[src/rtl/ram_arbiter.sv]
// Two-port (IF / MEM) arbiter sequencing one access at a time into the shared RAM.
// Define RAM_ARB_RR_EN for round-robin tie-breaking; otherwise MEM has fixed priority.
module ram_arbiter #(
  parameter int AW = 64,
  parameter int DW = 64
) (
  input  logic          clk,
  input  logic          rst,
  // instruction-fetch port (read only)
  input  logic          if_req_valid_i,
  output logic          if_req_ready_o,
  input  logic [AW-1:0] if_addr_i,
  output logic          if_rsp_valid_o,
  input  logic          if_rsp_ready_i,
  output logic [31:0]   if_rsp_inst_o,
  // load/store port
  input  logic          mem_req_valid_i,
  output logic          mem_req_ready_o,
  input  logic          mem_we_i,
  input  logic [AW-1:0] mem_addr_i,
  input  logic [DW-1:0] mem_wdata_i,
  input  logic [DW-1:0] mem_wmask_i,
  output logic          mem_rsp_valid_o,
  input  logic          mem_rsp_ready_i,
  output logic [DW-1:0] mem_rdata_o,
  // shared RAM
  output logic          ram_ren_o,
  output logic          ram_wen_o,
  output logic [AW-1:0] ram_raddr_o,
  output logic [AW-1:0] ram_waddr_o,
  output logic [DW-1:0] ram_wdata_o,
  output logic [DW-1:0] ram_wmask_o,
  input  logic [DW-1:0] ram_rdata_i
);

  typedef enum logic [1:0] {IDLE, ACCESS, RESP} state_e;

  state_e        state_q;
  logic          lg_mem_q;      // last serviced port: 1 = MEM, 0 = IF
  logic          own_mem_q;     // port that owns the in-flight transaction
  logic          we_q;
  logic [AW-1:0] addr_q;
  logic [DW-1:0] wdata_q;
  logic [DW-1:0] wmask_q;
  logic          if_valid_q;
  logic          mem_valid_q;
  logic [31:0]   inst_q;
  logic [DW-1:0] rdata_q;

  logic tie_mem;
  logic grant_mem;
  logic idle;
  logic do_rd;
  logic do_wr;

`ifdef RAM_ARB_RR_EN
  assign tie_mem = ~lg_mem_q;
`else
  logic unused_lg;
  assign tie_mem   = 1'b1;
  assign unused_lg = lg_mem_q;
`endif

  // Ready is purely a function of state, last grant and the two request valids.
  assign idle            = (state_q == IDLE) && !rst;
  assign grant_mem       = mem_req_valid_i & (~if_req_valid_i | tie_mem);
  assign mem_req_ready_o = idle & grant_mem;
  assign if_req_ready_o  = idle & if_req_valid_i & ~grant_mem;

  assign do_rd = (state_q == ACCESS) & ~we_q;
  assign do_wr = (state_q == ACCESS) & we_q;

  // Enables are gated with reset so an interrupted ACCESS never commits.
  assign ram_ren_o   = do_rd & ~rst;
  assign ram_wen_o   = do_wr & ~rst;
  assign ram_raddr_o = do_rd ? addr_q  : '0;
  assign ram_waddr_o = do_wr ? addr_q  : '0;
  assign ram_wdata_o = do_wr ? wdata_q : '0;
  assign ram_wmask_o = do_wr ? wmask_q : '0;

  assign if_rsp_valid_o  = if_valid_q;
  assign if_rsp_inst_o   = inst_q;
  assign mem_rsp_valid_o = mem_valid_q;
  assign mem_rdata_o     = rdata_q;

  always_ff @(posedge clk) begin
    if (rst) begin
      state_q     <= IDLE;
      lg_mem_q    <= 1'b0;
      own_mem_q   <= 1'b0;
      we_q        <= 1'b0;
      addr_q      <= '0;
      wdata_q     <= '0;
      wmask_q     <= '0;
      if_valid_q  <= 1'b0;
      mem_valid_q <= 1'b0;
      inst_q      <= '0;
      rdata_q     <= '0;
    end else begin
      case (state_q)
        IDLE: begin
          if (mem_req_ready_o) begin
            own_mem_q <= 1'b1;
            we_q      <= mem_we_i;
            addr_q    <= mem_addr_i;
            wdata_q   <= mem_wdata_i & mem_wmask_i;
            wmask_q   <= mem_wmask_i;
            state_q   <= ACCESS;
          end else if (if_req_ready_o) begin
            own_mem_q <= 1'b0;
            we_q      <= 1'b0;
            addr_q    <= if_addr_i;
            wdata_q   <= '0;
            wmask_q   <= '0;
            state_q   <= ACCESS;
          end
        end
        ACCESS: begin
          lg_mem_q <= own_mem_q;
          if (own_mem_q) begin
            mem_valid_q <= 1'b1;
            rdata_q     <= we_q ? '0 : ram_rdata_i;
          end else begin
            if_valid_q <= 1'b1;
            inst_q     <= ram_rdata_i[31:0];
          end
          state_q <= RESP;
        end
        RESP: begin
          if ((mem_valid_q && mem_rsp_ready_i) || (if_valid_q && if_rsp_ready_i)) begin
            mem_valid_q <= 1'b0;
            if_valid_q  <= 1'b0;
            state_q     <= IDLE;
          end
        end
        default: state_q <= IDLE;
      endcase
    end
  end

endmodule
[config.mk]
export PLATFORM = sky130hd
export DESIGN_NAME = ram_arbiter
export DESIGN_NICKNAME = d
export VERILOG_FILES = /design/src/rtl/ram_arbiter.sv
export SDC_FILE = /design/constraint.sdc
export NUM_CORES = 1
export LEC_CHECK = 0
export ABC_AREA = 1
export BUFFER_PORTS_ARGS = -buffer_cell sky130_fd_sc_hd__buf_4
export CORE_AREA = 4 4 265 267
export DETAILED_ROUTE_END_ITERATION = 10
export DIE_AREA = 0 0 269 271
export PLACE_DENSITY = 0.43
export SLEW_MARGIN = 40
export SYNTH_ARGS = -nofsm -noshare
export SYNTH_HDL_FRONTEND = slang
export SYNTH_SLANG_ARGS = --single-unit
[constraint.sdc]
create_clock -name clk -period 1.27 [get_ports clk]
set_input_delay 0.0635 -clock clk [delete_from_list [all_inputs] [get_ports clk]]
set_output_delay 0.0635 -clock clk [all_outputs]
set_load 0.005 [all_outputs]
==> impl_results.md, run 1 <==
- Power share of the combinational group: between 20 and 25%
- Vias after detailed routing: approximately 17,000
- GR Overflow Total: 0
- Post-CTS Hold Buffers: approximately 320
- WS Path Type: reg2out
- Pins Over Slew Limit: 0
- Number of buffers created by CTS: 37
- GP Congestion: just over 0.8
- VDD IR-drop max: roughly 0.00073 V
- Yosys warnings: 0
- Worst slack, placed: -0.503 ns
- H-Tree Depth: 2
- Pint: between 15 and 20 mW
- Net load switching power: roughly 8 mW
- Max-cap check violation count: 0
- Synth Register Bits: 294
- Setup crit start kind: flip-flop
- Post-synth top area cell: dfxtp_1
- Post-synthesis async set-or-reset flop share: 0%
- Ports: about 690
- Clock network power share: 37.9%
- Element type at the critical path end: output pin
- Area contributors post-synth: dfxtp_1 46%, nand2_1 16%, nor2_1 11%
- RSZ-0062 raised after global routing: true
- Routed Antenna Nets: 0
- Area growth from synthesis to layout: 109%
- Seq/Total Area, Yosys: a little under half
- Count of final setup violators: 543
- Most common library cells after synthesis: 557 x nand2_1, 391 x nor2_1, 294 x dfxtp_1
- Crit path max fanout: 13
- Hold WC Path Type: in2reg
- Synthesized instance count: slightly below 2,000
- Hold slack: -0.0377 ns
- Clock latency on the worst-skew pair: approximately 0.54 ns
- IO Port Bufs: around 700
- Final core utilization: 39.3%
- Worst slew pin tran: ~0.53 ns
- Synth top area share: between 40% and 50%
- Synthesized area per cell: 6.49 um^2
- Deepest clock path buffer count: 3
- CTS tree: done
- Post-synth top flop: dfxtp_1
- Gr usage total: about 17%
- Max-Slew Margin vs Limit: about two thirds
- Final total power: approximately 27 mW
- Initial Util: about a fifth
- Switching Fraction: 29.7%
- Number of global-route vias before repair: 17,100
- Tmin final: around 2.0 ns
- Total clock sinks: just under 300
- Mapped Nets: 2,303
- Power per cell area: 1020 nW/um^2
- Run status: finished, violations left
- Peak Freq: 510 MHz
- Number of remaining DRC errors: 0
- Row cnt: 96
- Setup_tns: -208.12 ns
- First-pass GRT wire length: between 90 and 100 mm
- Post-DR wirelength/cell: between 15 and 20 um
- Iter 0 DRT Violations: 883
- Core Region: between 60,000 and 70,000 um^2
- Final worst-path setup slack: -0.691 ns
- Distinct cells, synth: 16
- First drt pass iteration count: 5
- P_leak: between 10 and 15 nW
- Failing checks: hold timing, setup timing
- Clock skew: 0.0140 ns
- Cell area after synthesis: roughly 13,000 um^2
- Final Hold Fails: 1
- Die X: approximately 270 um
- Most common cell in the synthesized netlist: nand2_1
- Final HPWL from detailed placement: between 40 and 50 mm
- Die Y: approximately 270 um
- Largest net degree at the start of global routing: ~100
- Fraction of layout cells with a size suffix above 1: a little over a third
- Root buf cell: clkbuf_16
- Seq pwr share: between 30% and 40%
- Clock transition at the registers of the reported paths: 0.06 ns
- Via/cell ratio: ~4.3
- Antenna violations before repair: 3
- Final wirelength: slightly below 70 mm
- Arrival time worst endpoint: 1.90 ns
- Number of synthesized flops with an enable pin: 0
- Crit share post-route: 154%
- Die area: roughly 73,000 um^2
- Required time worst endpoint: about 1.2 ns
- # nets final: between 3,000 and 4,000
power by group through the flow:
stage	Combinational (mW)	Clock (mW)	Sequential, mW
after floorplan	2.18	0	10.3
after global placement	4.96	0	10.4
after detailed placement	4.99	0	10.4
after CTS	6.28	10.7	10.2
after global routing	7.33	11.1	10.3
final	6.75	10.3	10.2
per-stage QoR:
step                area (um^2)  hold WS (ns)  cells
global route              26800       -0.0438   3938
floorplan                 12800         0.158   1976
detailed placement        19600         0.324   3502
global placement          19600         0.316   3502
CTS                       25200       -0.0297   3917
finish                    26800       -0.0377   3938
final timing paths:
check	startpoint	to	slack, ns	cells past startpoint
worst max-delay path	state_q[1]$_SDFFE_PP0P_	ram_raddr_o[52]	-0.69	6
worst min-delay path	if_req_valid_i	own_mem_q$_SDFFE_PP0P_	-0.04	5
worst max register to register	state_q[1]$_SDFFE_PP0P_	mem_rdata_o[19]$_SDFFE_PP0P_	-0.45	9
worst min register to register	wmask_q[10]$_SDFFE_PP0P_	wmask_q[10]$_SDFFE_PP0P_	0.46	2
cell families after synthesis:
logic type / synth area share, %
AOI/OAI and AO/OA: 11.4
buffers and inverters: 10.8
DFF: 45.9
and+or+nand+nor: 31.9
what timing repair did:
action	4_1_cts	5_1_grt
gates resized for setup	208	341
setup endpoints to repair	540	545
endpoints found under the hold margin	293	1
pin swaps	2	6
buffers inserted	14	10
gates cloned	11	12
per-layer routing:
metal	up-vias	GRT usage (%)	routed length, um
li1	8165	-	-
met1	7889	20.2	27300
met2	607	30.0	33700
met3	121	4.34	4940
met4	0	5.42	2020
met5	-	0	0
state kept, by name, indices dropped and copies added, names as in the netlist:
register	cells
mem_rsp_valid_o	1
own_mem_q	1
state_q	2
wmask_q	64
addr_q	64
mem_rdata_o	64
we_q	1
wdata_q	64
if_rsp_valid_o	1
if_rsp_inst_o	32
placed cells by master, fill, tap and decap left out, types with 3 or more instances in the layout:
cell type      synthesis  layout
clkinv_2               0       8
clkbuf_16              0      47
inv_1                194     193
diode_2                0       3
o21ai_0               66      66
buf_4                  8     611
buf_6                  0     142
nand2_2                0       3
nor2_4                 1     136
nand2_1              557     552
buf_16                 0      13
nand3_1              100      98
nor2_2                 0      52
clkbuf_1              56      11
dfxtp_1              294     292
nor2_1               391     204
a21oi_2                0      26
buf_12                 0      43
buf_8                  0       5
dlygate4sd3_1          0     323
a21oi_1              227     201
clkbuf_8               0       7
clkinv_8               0       3
area by class of cell:
cell class | count | area, um^2
inverter | 199 | 769
fill | 6916 | 41300
tap | 882 | 1100
clock inverter | 13 | 119
antenna | 3 | 7.51
clock buffer | 55 | 1060
sequential | 294 | 5890
multi-input combinational | 1344 | 6850
timing repair buffer | 1148 | 11000
critical path: stages, from the launching register on:
cell       delay [ns]
dfxtp_2          0.33
inv_2            0.08
nand2_4          0.07
or2_4            0.31
bufbuf_16        0.31
nor2_1           0.12
buf_4            0.14
No activity file was read; power rests on OpenSTA's default activity.
==> inputs of run 2 (changes only) <==
--- a/config.mk
+++ b/config.mk
@@ -5,11 +5,11 @@
 export SDC_FILE = /design/constraint.sdc
 export NUM_CORES = 1
 export LEC_CHECK = 0
-export ABC_AREA = 1
+export ABC_AREA = 0
 export BUFFER_PORTS_ARGS = -buffer_cell sky130_fd_sc_hd__buf_4
-export CORE_AREA = 4 4 265 267
+export CORE_AREA = 4 4 267 269
 export DETAILED_ROUTE_END_ITERATION = 10
-export DIE_AREA = 0 0 269 271
+export DIE_AREA = 0 0 271 273
 export PLACE_DENSITY = 0.43
 export SLEW_MARGIN = 40
 export SYNTH_ARGS = -nofsm -noshare
==> impl_results.md, run 2 <==
- Routed Antenna Nets: 0
- Hold slack: about 0.16 ns
- Largest family of logic cells by synthesized area: simple AND/OR/NAND/NOR gates
- Failing checks: setup timing
- Synth Area in Adders: 0%
- Clock network power share: between 30% and 40%
- Vias after detailed routing: approximately 17,000
- Setup_tns: -332.29 ns
- Seq pwr share: 36.8%
- Crit path max fanout: 7
- Area contributors post-synth: dfxtp_1 44%, a21oi_1 11%, nand2_1 9.0%
- Die X: 271 um
- Ports: 685
- Crit-path most repeated cell: buf_12
- CTS tree: done
- Initial Util: roughly 19%
- Distinct cells, synth: 31
- Hold WC Path Type: in2reg
- Deepest clock path buffer count: 3
- Worst slew pin tran: 0.888 ns
- Power per cell area: 1020 nW/um^2
- Area of the multi-input gates: between 7000 and 8000 um^2
- Portion of netlist area occupied by mux cells: 0%
- Crit-path slowest cell: dfxtp_4
- Run status: finished, violations left
- P_leak: 11.5 nW
- Final HPWL from detailed placement: between 40 and 50 mm
- Final Hold Fails: 0
- Number of global-route vias before repair: around 17,000
- First drt pass iteration count: 5
- Fraction of layout cells with a size suffix above 1: about two fifths
- Crit share post-route: 160%
- Switching Fraction: 28.4%
- Post-synthesis compound-gate area fraction: between 20 and 25%
- Element type at the critical path end: output pin
- GP Congestion: 0.849
- First-pass GRT wire length: about 100 mm
- Core Region: between 60,000 and 70,000 um^2
- Gr usage total: ~18%
- Crit-path max cell delay: around 0.34 ns
- Number of synthesized flops with an enable pin: 0
- IO Port Bufs: between 600 and 700
- H-Tree Depth: 2
- Total clock sinks: around 300
- Max-cap check violation count: 0
- Clock latency on the worst-skew pair: 0.54 ns
- Synth Register Bits: 294
- Post-synthesis async set-or-reset flop share: 0%
- Peak Freq: about 490 MHz
- Yosys warnings: 0
- Area of placed instances: roughly 20,000 um^2
- Buf/Inv on CP: 6
- Final worst-path setup slack: -0.767 ns
- Cell area after synthesis: between 10,000 and 15,000 um^2
- Worst slack, placed: -0.474 ns
- Synth top area share: 44.0%
- Pint: a little under 20 mW
- Clock skew: 0.0152 ns
- Most common cell after layout, fill and taps aside: buf_4
- Crit path max-delay family: buffers and inverters
- Mapped Nets: 2,028
- Via/cell ratio: ~4.6
- Count of final setup violators: between 500 and 600
- Post-DR wirelength/cell: ~21 um
- Setup crit start kind: flip-flop
- Number of remaining DRC errors: 0
- Xor/xnor share of the synthesized area: 0%
- RSZ-0062 raised after global routing: true
- Synthesized instance count: between 1,500 and 2,000
- Final instance area: between 20,000 and 30,000 um^2
- Arrival time worst endpoint: ~2.0 ns
- Final non-filler cell total: 3,669
- Largest net degree at the start of global routing: between 100 and 150
- Synthesized area per cell: about 7.9 um^2
- Most frequent cells in the layout: 608 x buf_4, 325 x dlygate4sd3_1, 316 x nand2_1
- GR Overflow Total: 0
- Clock transition at the registers of the reported paths: 0.06 ns
- WS Path Type: reg2out
- Tmin final: 2.04 ns
- Most common cell in the synthesized netlist: nand2_1
- Final wirelength: approximately 75 mm
- Net load switching power: between 7 and 8 mW
- Seq/Total Area, Yosys: about 44%
- Max-Slew Margin vs Limit: between 40% and 50%
- Post-synth top flop: dfxtp_1
- Iter 0 DRT Violations: ~1,100
- Row cnt: 96
- Number of buffers created by CTS: 38
- Power share of the combinational group: between 20 and 25%
- Reg area: approximately 5900 um^2
- CP Cell Sequence: buf_6, buf_12, nand2b_4, nor2_4, buf_12, buf_12, clkbuf_16, and2_4, buf_6
- Antenna violations before repair: 4
- Synth Area in Simple Gates: 28.1%
- Post-synth top area cell: dfxtp_1
- Required time worst endpoint: between 1 and 1.5 ns
- Area growth from synthesis to layout: 102%
- Pins Over Slew Limit: 0
- Die Y: between 200 and 300 um
- Die area: ~74,000 um^2
- Most common library cells after synthesis: 322 x nand2_1, 294 x a21oi_1, 294 x dfxtp_1
- VDD IR-drop max: 0.000958 V
- # nets final: 3,037
- Number of fill cells: roughly 6,900
- Cell count after placement: 3,222
- Root buf cell: clkbuf_16
run 2: power groups by stage:
stage                     logic [mW]  clock network [mW]  registers [mW]
after global routing            7.12                11.5            10.2
final                           6.68                10.8            10.2
after global placement          4.45                   0            10.3
after CTS                       5.84                11.2            10.1
after detailed placement        4.48                   0            10.3
after floorplan                 2.15                   0            10.2
run 2: worst paths after layout:
| path | start | endpoint | slack (ns) | depth (start not counted) |
|---|---|---|---|---|
| min | rst | addr_q[50]$_SDFFE_PP0P_ | 0.16 | 6 |
| max reg2reg | state_q[0]$_SDFFE_PP0P_ | addr_q[62]$_SDFFE_PP0P_ | -0.67 | 11 |
| min reg2reg | mem_rdata_o[45]$_SDFFE_PP0P_ | mem_rdata_o[45]$_SDFFE_PP0P_ | 0.45 | 2 |
| max | state_q[0]$_SDFFE_PP0P_ | ram_raddr_o[44] | -0.77 | 9 |
run 2: stage by stage:
stage	power, mW	utilization, %
2_1_floorplan	12.3	-
3_3_place_gp	14.8	29.3
3_5_place_dp	14.8	29.3
4_1_cts	27.2	36.9
5_1_grt	28.9	39.4
6_report	27.7	39.4
run 2: per-layer routing:
layer	share of wire, %	global-route usage (%)	vias to the layer above	wire length, um
met5	0	0	-	0
met4	3.1	6.16	0	2360
met3	6.7	4.04	130	5020
met2	50	31.1	653	37800
met1	40	21.6	8239	30300
li1	-	-	7981	-
run 2: final cells by class:
| class | instances | share of cell area [%] |
|---|---|---|
| Antenna cell | 4 | 0.0370 |
| Clock buffer | 59 | 4.30 |
| Clock inverter | 5 | 0.204 |
| Inverter | 1 | 0.0416 |
| Multi-Input combinational cell | 1218 | 27.6 |
| Sequential cell | 294 | 21.8 |
| Tap cell | 931 | 4.31 |
| Timing Repair Buffer | 1157 | 41.7 |
run 2: what timing repair did:
action | 4_1_cts | 5_1_grt
hold buffers | 326 | 0
setup endpoints to repair | 550 | 553
gates resized for setup | 87 | 263
setup buffers | 11 | 12
pin swaps | 9 | 58
hold endpoints to repair | 293 | 0
cloned | 8 | 26
run 2: logic make-up (layout without fill, tap and decap cells):
group	after synthesis	after routing
buffers and inverters	189	1222
flip-flops	294	294
AO/OA/AOI/OAI	492	492
AND/OR/NAND/NOR	726	726
other	0	4
run 2: worst register-to-register path, stage by stage, from the launching register on:
cell and delay [ns]:
dfxtp_4 0.34, buf_6 0.12, buf_12 0.12, buf_6 0.10
buf_6 0.10, buf_6 0.12, nor3_4 0.23, buf_4 0.16
clkbuf_16 0.13, buf_4 0.11, a21oi_1 0.07, a311oi_2 0.25
